<file path="src/rtl/reg_wb_buffer.sv">
// Two-entry in-order write-back buffer feeding four load registers via one-hot strobes.
// Define WB_BYPASS_EN to forward a result straight to ld/d when the buffer is empty.
module reg_wb_buffer #(
  parameter int unsigned DATA_W = 16
) (
  input  logic              clk,
  input  logic              rst_n,
  input  logic              in_valid,
  output logic              in_ready,
  input  logic [DATA_W-1:0] in_data,
  input  logic [1:0]        in_dest,
  input  logic              hold,
  output logic [3:0]        ld,
  output logic [DATA_W-1:0] d,
  output logic [1:0]        count
);

  logic [DATA_W-1:0] data_q [2];
  logic [DATA_W-1:0] data_d [2];
  logic [1:0]        dest_q [2];
  logic [1:0]        dest_d [2];
  logic              head_q, head_d;
  logic [1:0]        count_q, count_d;

  logic push;
  logic pop;
  logic bypass;
  logic tail;

  always_comb begin
    in_ready = rst_n && (count_q != 2'd2);
    pop      = (count_q != 2'd0) && !hold;
`ifdef WB_BYPASS_EN
    // Empty buffer and no stall: forward the result instead of storing it.
    bypass   = in_valid && in_ready && (count_q == 2'd0) && !hold;
`else
    bypass   = 1'b0;
`endif
    push     = in_valid && in_ready && !bypass;
    // Slot after the last valid entry; count is 0 or 1 whenever a push is allowed.
    tail     = head_q ^ count_q[0];
  end

  always_comb begin
    data_d  = data_q;
    dest_d  = dest_q;
    head_d  = head_q;
    count_d = count_q;
    if (push) begin
      data_d[tail] = in_data;
      dest_d[tail] = in_dest;
    end
    if (pop) begin
      head_d = ~head_q;
    end
    unique case ({push, pop})
      2'b10:   count_d = count_q + 2'd1;
      2'b01:   count_d = count_q - 2'd1;
      default: count_d = count_q;
    endcase
  end

  always_ff @(posedge clk) begin
    if (!rst_n) begin
      data_q[0] <= '0;
      data_q[1] <= '0;
      dest_q[0] <= '0;
      dest_q[1] <= '0;
      head_q    <= 1'b0;
      count_q   <= 2'd0;
    end else begin
      data_q    <= data_d;
      dest_q    <= dest_d;
      head_q    <= head_d;
      count_q   <= count_d;
    end
  end

  always_comb begin
    ld = 4'b0000;
    d  = '0;
    if (count_q != 2'd0) begin
      d = data_q[head_q];
    end
    if (pop) begin
      ld[dest_q[head_q]] = 1'b1;
    end
    if (bypass) begin
      ld[in_dest] = 1'b1;
      d           = in_data;
    end
  end

  assign count = count_q;

endmodule

</file>
<file path="config.mk">
export PLATFORM = sky130hd
export DESIGN_NAME = reg_wb_buffer
export DESIGN_NICKNAME = d
export VERILOG_FILES = /design/src/rtl/reg_wb_buffer.sv
export SDC_FILE = /design/constraint.sdc
export NUM_CORES = 1
export LEC_CHECK = 0
export ABC_CLOCK_PERIOD_IN_PS = 2930
export CAP_MARGIN = 20
export CORE_MARGIN = 1
export CORE_UTILIZATION = 53
export CTS_CLUSTER_SIZE = 40
export DETAILED_ROUTE_END_ITERATION = 8
export PLACE_DENSITY = 0.84
export SLEW_MARGIN = 20
export SYNTH_ARGS = -nofsm -noshare
export SYNTH_HDL_FRONTEND = slang
export SYNTH_SLANG_ARGS = --single-unit
export TNS_END_PERCENT = 1
</file>
<file path="constraint.sdc">
create_clock -name clk -period 2.93 [get_ports clk]
set_clock_uncertainty 0.05 [all_clocks]
set_input_delay 0.586 -clock clk [delete_from_list [all_inputs] [get_ports clk]]
set_output_delay 0.586 -clock clk [all_outputs]
set_load 0.1 [all_outputs]
</file>
## After elaboration in Yosys (flattened, before gate mapping)

Index checks and enable logic that the tools add are counted.
W data, S select, Z words.

- Output and inout port bits: 23
- Input bits: 22
- Flip-flop bits (word level): 39

- $lt $le $gt $ge: 5
- Add/sub/neg operators: 2
- Eq/ne operators: 3
- Muxes and demuxes: 17
- Bitwise gates (word level): 4
- Reduce and logical (&&, ||, !) cells: 8

Operator list:

| kind | count |
|---|---|
| $mux W16 | 5 |
| $bwmux W32 | 1 |
| $demux W16 S1 | 1 |
| $mux W2 | 4 |
| $logic_and A1 B1 Y1 | 5 |
| $bwmux W4 | 1 |
| $ge A2 B2 Y1 const B | 2 |
| $mux W4 | 1 |
| $not A1 Y2 | 2 |
| $pmux W2 S2 | 1 |
| $reduce_bool A2 Y1 | 2 |
| $lt A2 B3 Y1 const B | 1 |
| $add A2 B1 Y2 const B | 1 |
| $demux W1 S2 | 1 |
| $demux W2 S1 | 1 |
| $eq A2 B1 Y1 const B | 1 |
| $eq A2 B2 Y1 const B | 1 |
| $ge A2 B1 Y1 const B | 1 |
| $lt A2 B1 Y1 const B | 1 |
| $ne A2 B2 Y1 const B | 1 |
| $sub A2 B1 Y2 const B | 1 |
| $logic_not A1 Y1 | 1 |
| $mux W1 | 1 |
| $not A1 Y1 | 1 |
| $xor A1 B1 Y1 | 1 |

## Depth between registers and ports, before layout

Gate-level depths: netlist (run 1).

- Word-level depth: 9
- Mapped depth: 8
- Depth with buffers taken out: 7

## Worst setup path before layout (run 1)

OpenSTA, ideal clock, no wires.

- Path kind: reg2reg
- Start: register count_q[0], in the netlist count[0]
- End: register count_q[1], in the netlist count[1]
- Path buffers: 1
- Arrival time: 4.489 ns
- Slack: -1.685 ns
- Stages on the path, launching flop included: 8
- Cell sequence: dfxtp_1 buf_6 inv_1 a21boi_0 nand2_1 ha_1 or3_1 a21boi_0

- Longest elaborated chain between the ends: 5
- Elaborated cells between the ends (all ways): 11
- Those cells by class: add/sub: 2; eq/ne: 3; mux: 1; reduce/logical: 5

Ends and longest elaborated chain:

| what | RTL line | source |
|---|---|---|
| start: declaration | 23 | `logic [1:0] count_q, count_d;` |
| start signal: assignment | 75 | `count_q <= count_d;` |
| $ne A2 B2 Y1 * | 31 | `in_ready = rst_n && (count_q != 2'd2);` |
| $logic_and A1 B1 Y1 * | 31 |  |
| via in_ready | 9 | `output logic in_ready,` |
| $logic_and A1 B1 Y1 * | 39 | `push = in_valid && in_ready && !bypass;` |
| $eq A2 B1 Y1 / $eq A2 B2 Y1 (equally long branches) | 56 | `unique case ({push, pop})` |
| $pmux W2 S2 / $reduce_bool A2 Y1 (equally long branches) | n/a |  |

The timed path passes the listed nets; every way through them passes the cells marked *.
A chain may end at the register's enable or synchronous reset.

## Worst setup path after layout (run 1)

- Start: register count_q[0], in the netlist count[0]
- End: output port d[15]

- Longest elaborated chain between the ends: 2

Ends and longest elaborated chain:

| what | RTL line | source |
|---|---|---|
| $reduce_bool A2 Y1 | 82 | `if (count_q != 2'd0) begin` |
| $mux W16 | 82 |  |
| end: declaration | 14 | `output logic [DATA_W-1:0] d,` |

No other way between the ends.

==> results of run 1 <==
## state kept, by name, summed over array words and instances (netlist names)
signal / count
count: 2
data_q: 32
dest_q: 4
head_q: 1
## cell families (layout without fill, tap and decap cells)
| family | after synthesis | in the layout | share of synthesized area, % |
|---|---|---|---|
| mux | 52 | 52 | 27.55 |
| flops | 39 | 39 | 41.32 |
| simple gates | 86 | 86 | 18.74 |
| compound gates | 10 | 10 | 3.907 |
| xor+xnor | 3 | 3 | 1.391 |
| fa+ha+maj | 1 | 1 | 0.6621 |
| buf+inv | 19 | 60 | 6.423 |
## layer usage
layer	share of wire (%)	routed length [µm]	GRT usage [%]
met1	44	1755	28.07
met2	49	1941	40.71
met3	4.5	179	7.453
met4	1.9	76	10.16
met5	0	0	0
## Yosys cell counts, types with 2 or more instances
cell type,count
nor2_1,21
buf_6,4
dfxtp_1,39
nand2_1,56
and2_1,2
a21boi_0,2
a21oi_1,2
mux2i_1,52
clkbuf_1,6
inv_1,4
xnor2_1,3
buf_2,3
## power groups by stage
stage,clock (mW),combinational [mW],sequential (mW)
after floorplan,0,0.916,0.806
after global placement,0,1.23,0.766
after detailed placement,0,1.24,0.775
after CTS,0.323,1.24,0.763
after global routing,0.347,1.31,0.783
final,0.310,1.24,0.764
## cells in the final DEF, fill, tap and decap left out, drive strengths merged, types with 2 or more instances in the layout
| master | netlist | final |
|---|---|---|
| and2 | 2 | 2 |
| nand2 | 56 | 56 |
| clkdlybuf4s50 | 0 | 20 |
| xnor2 | 3 | 3 |
| inv | 4 | 4 |
| buf | 9 | 28 |
| clkbuf | 6 | 8 |
| mux2i | 52 | 52 |
| a21boi | 2 | 2 |
| a31o | 2 | 2 |
| dfxtp | 39 | 39 |
| nor2 | 22 | 22 |
| a21oi | 2 | 2 |
## path summary, 6_finish.rpt
check / startpoint / endpoint / slack (ns) / depth (start not counted)
setup reg to reg: count[0]$_SDFFE_PN0P_ / count[1]$_SDFFE_PN0P_ / 0.93 / 5
setup / recovery: count[0]$_SDFFE_PN0P_ / d[15] / 0.54 / 3
hold / removal: data_q[10]$_SDFFE_PN0P_ / data_q[10]$_SDFFE_PN0P_ / 0.41 / 2
hold reg to reg: data_q[10]$_SDFFE_PN0P_ / data_q[10]$_SDFFE_PN0P_ / 0.41 / 2
## layout make-up
cell class                      instances  area share, %
Multi-Input combinational cell        152          39.03
Sequential cell                        39          29.89
Timing Repair Buffer                   48          25.67
Clock buffer                            8          2.634
Tap cell                               46          2.203
Inverter                                4         0.5747
## worst max-delay path: cells and delay by family, from the launching register on
| kind | cells | cell delay, ns |
|---|---|---|
| AND/OR/NAND/NOR | 2 | 0.73 |
| flip-flops | 1 | 0.44 |
| buffers and inverters | 1 | 0.22 |
==> summary.md, run 1 <==
| Metric | Value |
|---|---|
| Worst Max-Slew Pin Slew | slightly above 0.6 ns |
| Max cap viols | 0 |
| Core Area | about 0.0034 mm² |
| Critical Path RT | about 2.3 ns |
| Critical Path Max Stage Delay | ~0.53 ns |
| Post-route ant nets | 0 |
| Post-route DRC | 0 |
| Die W | 61.71 µm |
| Pin count of the biggest net entering global routing | 58 |
| Area post-placement | between 0.002 and 0.003 mm² |
| Highest Clock Rate | about 420 MHz |
| Max Root-Sink Buffers | 2 |
| PostCTS Resize Cnt | 0 |
| Critical path fanouts, max | 17 |
| Die area | roughly 0.0038 mm² |
| Critical Path, Cell by Cell | nor2_4 -> nor2_1 -> buf_12 |
| Cell area power density | roughly 880 mW/mm² |
| Mapped Cells | between 200 and 250 |
| Post-synth EDFFs | 0 |
| Part of the power in registers | 33.0% |
| Combinational Power Share | a little over half |
| Layout Nets | between 200 and 300 |
| Min setup slack post-route | between 0.5 and 0.6 ns |
| Largest area contributor in the netlist | dfxtp_1 |
| Peak VDD IR | about 0.47 mV |
| Final Hold Vio Count | 0 |
| Via count | ~1500 |
| Avg Cell Area, Syn | 8.997 µm² |
| Final core utilization | approximately 80% |
| Worst-Skew Late Latency | around 0.35 ns |
| Synth cell types | 28 |
| WL final | a little under 4 mm |
| Root Buffer | clkbuf_4 |
| H-tree depth | 2 |
| Startpoint Class | flop |
| Hold crit path type | flop to flop |
| Syn Nets | ~230 |
| Status | complete, no violations |
| Final min period | 2.387 ns |
| Hold-fix buffers, CTS | 0 |
| Port buffer count | between 40 and 50 |
| Synth top area share | roughly 41% |
| Overall power | between 2 and 2.5 mW |
| Clk sinks | 39 |
| Sw Share | a little under half |
| Post-CTS Setup Inserts | 0 |
| IO Count | 45 |
| Aggregate global-route resource usage | about a quarter |
| Layout fillers | approximately 240 |
| Initial core utilization | 56.18% |
| Ys async rst share | 0% |
| Pleak | 0.9769 nW |
| Initial antenna violation count | 0 |
| DRT Pass-1 Iters | 4 |
| Cell with the largest stage delay on the worst path | nor2_4 |
| Multi-input logic area | 0.001020 mm² |
| CTS clk-pin slew, worst paths | 0.10 ns |
| Synth Cell Area | about 0.0019 mm² |
| WS Path Type | flop to output port |
| CTS tree | done |
| DRT iter0 DRCs | about 90 |
| Layout cells sized above 1 | 19.52% |
| Setup Viol. Count Final | 0 |
| Final Instance Area | roughly 0.0026 mm² |
| Synth top area cells | dfxtp_1 (41%), mux2i_1 (28%), nand2_1 (11%), nor2_1 (4.2%), buf_6 (2.4%) |
| First-pass GRT wire length | about 6.5 mm |
| Flops & latches, synth | 39 |
| Placer congestion estimate | 0.8041 |
| Slew Limit Fails | 0 |
| Num CTS Buffers | 5 |
| Number of global-route vias before repair | around 1500 |
| Unrepaired setup endpoints after global routing | false |
| Row count | 21 |
| Post-DP HPWL | ~2.7 mm |
| DR vias/cell | approximately 5.2 |
| Reg area | ~780 µm² |
| Top_reg_cell synth | dfxtp_1 |
| Slew margin rel. | 58.65% |
| TNS Setup | 0 ns |
| Non-Filler Instances | between 200 and 300 |
| Grt ovf | 0 |
| Critical path capture point type | output port |
| Clk pwr share | between 10% and 20% |
| Sequential share of the synthesized area | about two fifths |
| Post-detailed-route wirelength per cell | about 13 µm |
| Worst hold slack | roughly 0.41 ns |
| Yosys Warn Count | 0 |
| P_sw | 1.042 mW |
| Ant. Diodes | 0 |
| Chip height | slightly above 60 µm |
| Crit share post-route | 81.46% |
| Pre-CTS WS | 0.5523 ns |
| CP arrival | roughly 1.8 ns |
| Placed insts | slightly below 300 |
| Int Pwr | 1.270 mW |
| Area grow syn2layout | 38.28% |
(Power assumes the default switching activity.)
==> run 2, diff against run 1 <==
- ABC_CLOCK_PERIOD_IN_PS: 2930 -> 1900
- CORE_UTILIZATION: 53 -> 44
- PLACE_DENSITY: 0.84 -> 0.75
- clock period: 2.93 -> 1.9 ns (I/O delays scaled with it)
==> run 2 against run 1 <==
  * The run now ends with DRC left
  * Final area rose by 13%
  * Non-clock buffer count increased by 9
  * Sequential power rose by 58%
  * Combinational power is 98% higher
  * First-iteration DRC count fell by 36%
  * Critical path depth up 2
  * Critical endpoint is now ld[3]
  * Largest power group unchanged
==> summary.md, run 2 (synthesis results as in run 1) <==
| Metric | Value |
|---|---|
| Reg area | 789.5 µm² (was 780.7 µm²) |
| Num CTS Buffers | 5 (unchanged) |
| Multi-input logic area | 0.001145 mm² (was 0.001020 mm²) |
| Critical Path Max Stage Delay | 0.40 ns (was 0.53 ns) |
| Metal-1 WL | 1.768 mm (was 1.755 mm) |
| Worst Max-Slew Pin Slew | 0.5258 ns (was 0.6202 ns) |
| IO Count | 45 (unchanged) |
| Post-DP HPWL | 2.792 mm (was 2.710 mm) |
| Aggregate global-route resource usage | 19.07% (was 24.00%) |
| Placer congestion estimate | 0.6535 (was 0.8041) |
| Peak VDD IR | 0.9542 mV (was 0.4706 mV) |
| Highest Clock Rate | between 500 and 600 MHz |
| Grt ovf | 0 (unchanged) |
| Row count | 23 (was 21) |
| CTS clk-pin slew, worst paths | 0.07 ns (was 0.10 ns) |
| Port buffer count | 44 (unchanged) |
| Final Instance Area | 0.002959 mm² (was 0.002613 mm²) |
| Worst hold slack | 0.4064 ns (was 0.4113 ns) |
| Die area | 0.004560 mm² (was 0.003808 mm²) |
| Slew margin rel. | 64.94% (was 58.65%) |
| WS Path Type | input pin to output port (was flop to output port) |
| Root Buffer | clkbuf_8 (was clkbuf_4) |
| Failing checks | DRC |
| DRT Pass-1 Iters | 7 (was 4) |
| Post-route ant nets | 0 (unchanged) |
| Clk sinks | 39 (unchanged) |
| Area post-placement | 0.002830 mm² (was 0.002544 mm²) |
| Post-route DRC | 4 (was 0) |
| Layout cells sized above 1 | 28.46% (was 19.52%) |
| Via count | 1558 (was 1536) |
| Max cap viols | 0 (unchanged) |
| Crit share post-route | ~99% |
| Critical Path, Cell by Cell | clkdlybuf4s50_1 -> o21bai_2 -> buf_12 -> a21oi_4 -> buf_12 (was nor2_4 -> nor2_1 -> buf_12) |
| Pleak | 1.078 nW (was 0.9769 nW) |
| DR vias/cell | 5.026 (was 5.172) |
| Chip height | 67.53 µm (was 61.71 µm) |
| Slew Limit Fails | 0 (unchanged) |
| Overall power | 4.207 mW (was 2.312 mW) |
| Worst-Skew Late Latency | 0.29 ns (was 0.35 ns) |
| Critical path fanouts, max | 5 (was 17) |
| Initial antenna violation count | 0 (unchanged) |
| WL final | 3.858 mm (was 3.953 mm) |
| Post-detailed-route wirelength per cell | 12.45 µm (was 13.31 µm) |
| Layout Nets | 282 (was 273) |
| Cell with the largest stage delay on the worst path | clkdlybuf4s50_1 (was nor2_4) |
| Met2 wire len | 1.864 mm (was 1.941 mm) |
| DRT iter0 DRCs | 57 (was 89) |
| Core Area | 0.004058 mm² (was 0.003363 mm²) |
| Max Root-Sink Buffers | 2 (unchanged) |
| Setup Viol. Count Final | 0 (unchanged) |
| Startpoint Class | input pin (was flop) |
| Critical path capture point type | output port (unchanged) |
| CP arrival | 1.46 ns (was 1.75 ns) |
| Commonest non-fill, non-tap cell in the layout | nand2_1 (unchanged) |
| Final min period | 1.887 ns |
| Max reg flops | 32 (unchanged) |
| Unrepaired setup endpoints after global routing | true (was false) |
| Commonest non-fill, non-tap cells in the layout | nand2_1 (55), mux2i_1 (51), dfxtp_1 (36) (was nand2_1 (56), mux2i_1 (52), dfxtp_1 (39)) |
| Number of global-route vias before repair | 1489 (was 1468) |
| First-pass GRT wire length | 6.458 mm (was 6.492 mm) |
| Layout fillers | 275 (was 237) |
| Initial core utilization | 46.56% (was 56.18%) |
| Final Hold Vio Count | 0 (unchanged) |
| Area grow syn2layout | 56.62% (was 38.28%) |
| Highest routed layer | met4 (unchanged) |
| Hold crit path type | flop to flop (unchanged) |
| Met3 routed WL | 182 µm (was 179 µm) |
| Critical Path RT | 1.47 ns (was 2.29 ns) |
| Cell area power density | 1422 mW/mm² (was 884.8 mW/mm²) |
| TNS Setup | 0 ns (unchanged) |
| Die W | 67.53 µm (was 61.71 µm) |
| Top reg by flops | data_q (unchanged) |
| Cell mode on critical path | buf_12 |
| Ant. Diodes | 0 (unchanged) |
| CTS tree | done (unchanged) |
| H-tree depth | 2 (unchanged) |
| Pin count of the biggest net entering global routing | 58 (unchanged) |
| Status | complete, but fails checks (was complete, no violations) |
| Final core utilization | 72.93% (was 77.68%) |
## run 2: cell types whose count changed in the layout (fill, tap and decap cells not counted), moves of 3 or more
cell	change
buf_12	+10
dfxtp_1	-3
nor2_4	+13
clkbuf_4	-5
clkbuf_8	+3
nor2_1	-9
nor2_2	-4
## run 2: final timing paths
path	from	to	slack, ns	cells past startpoint
hold / removal	data_q[8]$_SDFFE_PN0P_	data_q[8]$_SDFFE_PN0P_	0.41	2
hold reg to reg	data_q[8]$_SDFFE_PN0P_	data_q[8]$_SDFFE_PN0P_	0.41	2
setup / recovery	hold	ld[3]	0.01	5
setup reg to reg	count[0]$_SDFFE_PN0P_	count[1]$_SDFFE_PN0P_	0.28	6
## run 2: per-layer routing
layer	global-route usage, %	up-vias
met2	31.06	35
met5	0	-
met3	5.743	5
li1	-	792
met1	23.69	726
met4	6.383	0
## run 2: cell type report
| class | instances | share of cell area [%] |
|---|---|---|
| clock buffers | 7 | 2.579 |
| clock inverters | 1 | 0.1691 |
| inverters | 4 | 0.5920 |
| multi-input cells | 152 | 38.69 |
| flip-flops and latches | 39 | 26.68 |
| well taps | 50 | 2.114 |
| repair buffers | 57 | 29.18 |
## run 2: critical path, delay by kind of cell
family / cells / cell delay, ns
AO/OA/AOI/OAI: 2 / 0.34
buffers and inverters: 3 / 0.73
## run 2: through the flow
stage,cells,setup WS [ns]
detailed placement,300,0.0003619
floorplan,210,-0.4333
CTS,310,0.0007867
global placement,300,0.01309
global route,310,-0.02498
finish,310,0.01337
## run 2: what timing repair did
action                     4_1_cts  5_1_grt
hold buffers                     0        0
gates cloned                     0        0
pin swaps                        1        1
setup buffers                    2        0
setup endpoints to repair        9       11
gates resized for setup          0        3
## run 2: report_power, final
group / switching, mW / total [mW] / internal [mW]
Clock: 0.278 / 0.536 / 0.258
Combinational: 1.36 / 2.46 / 1.10
Sequential: 0.171 / 1.21 / 1.04
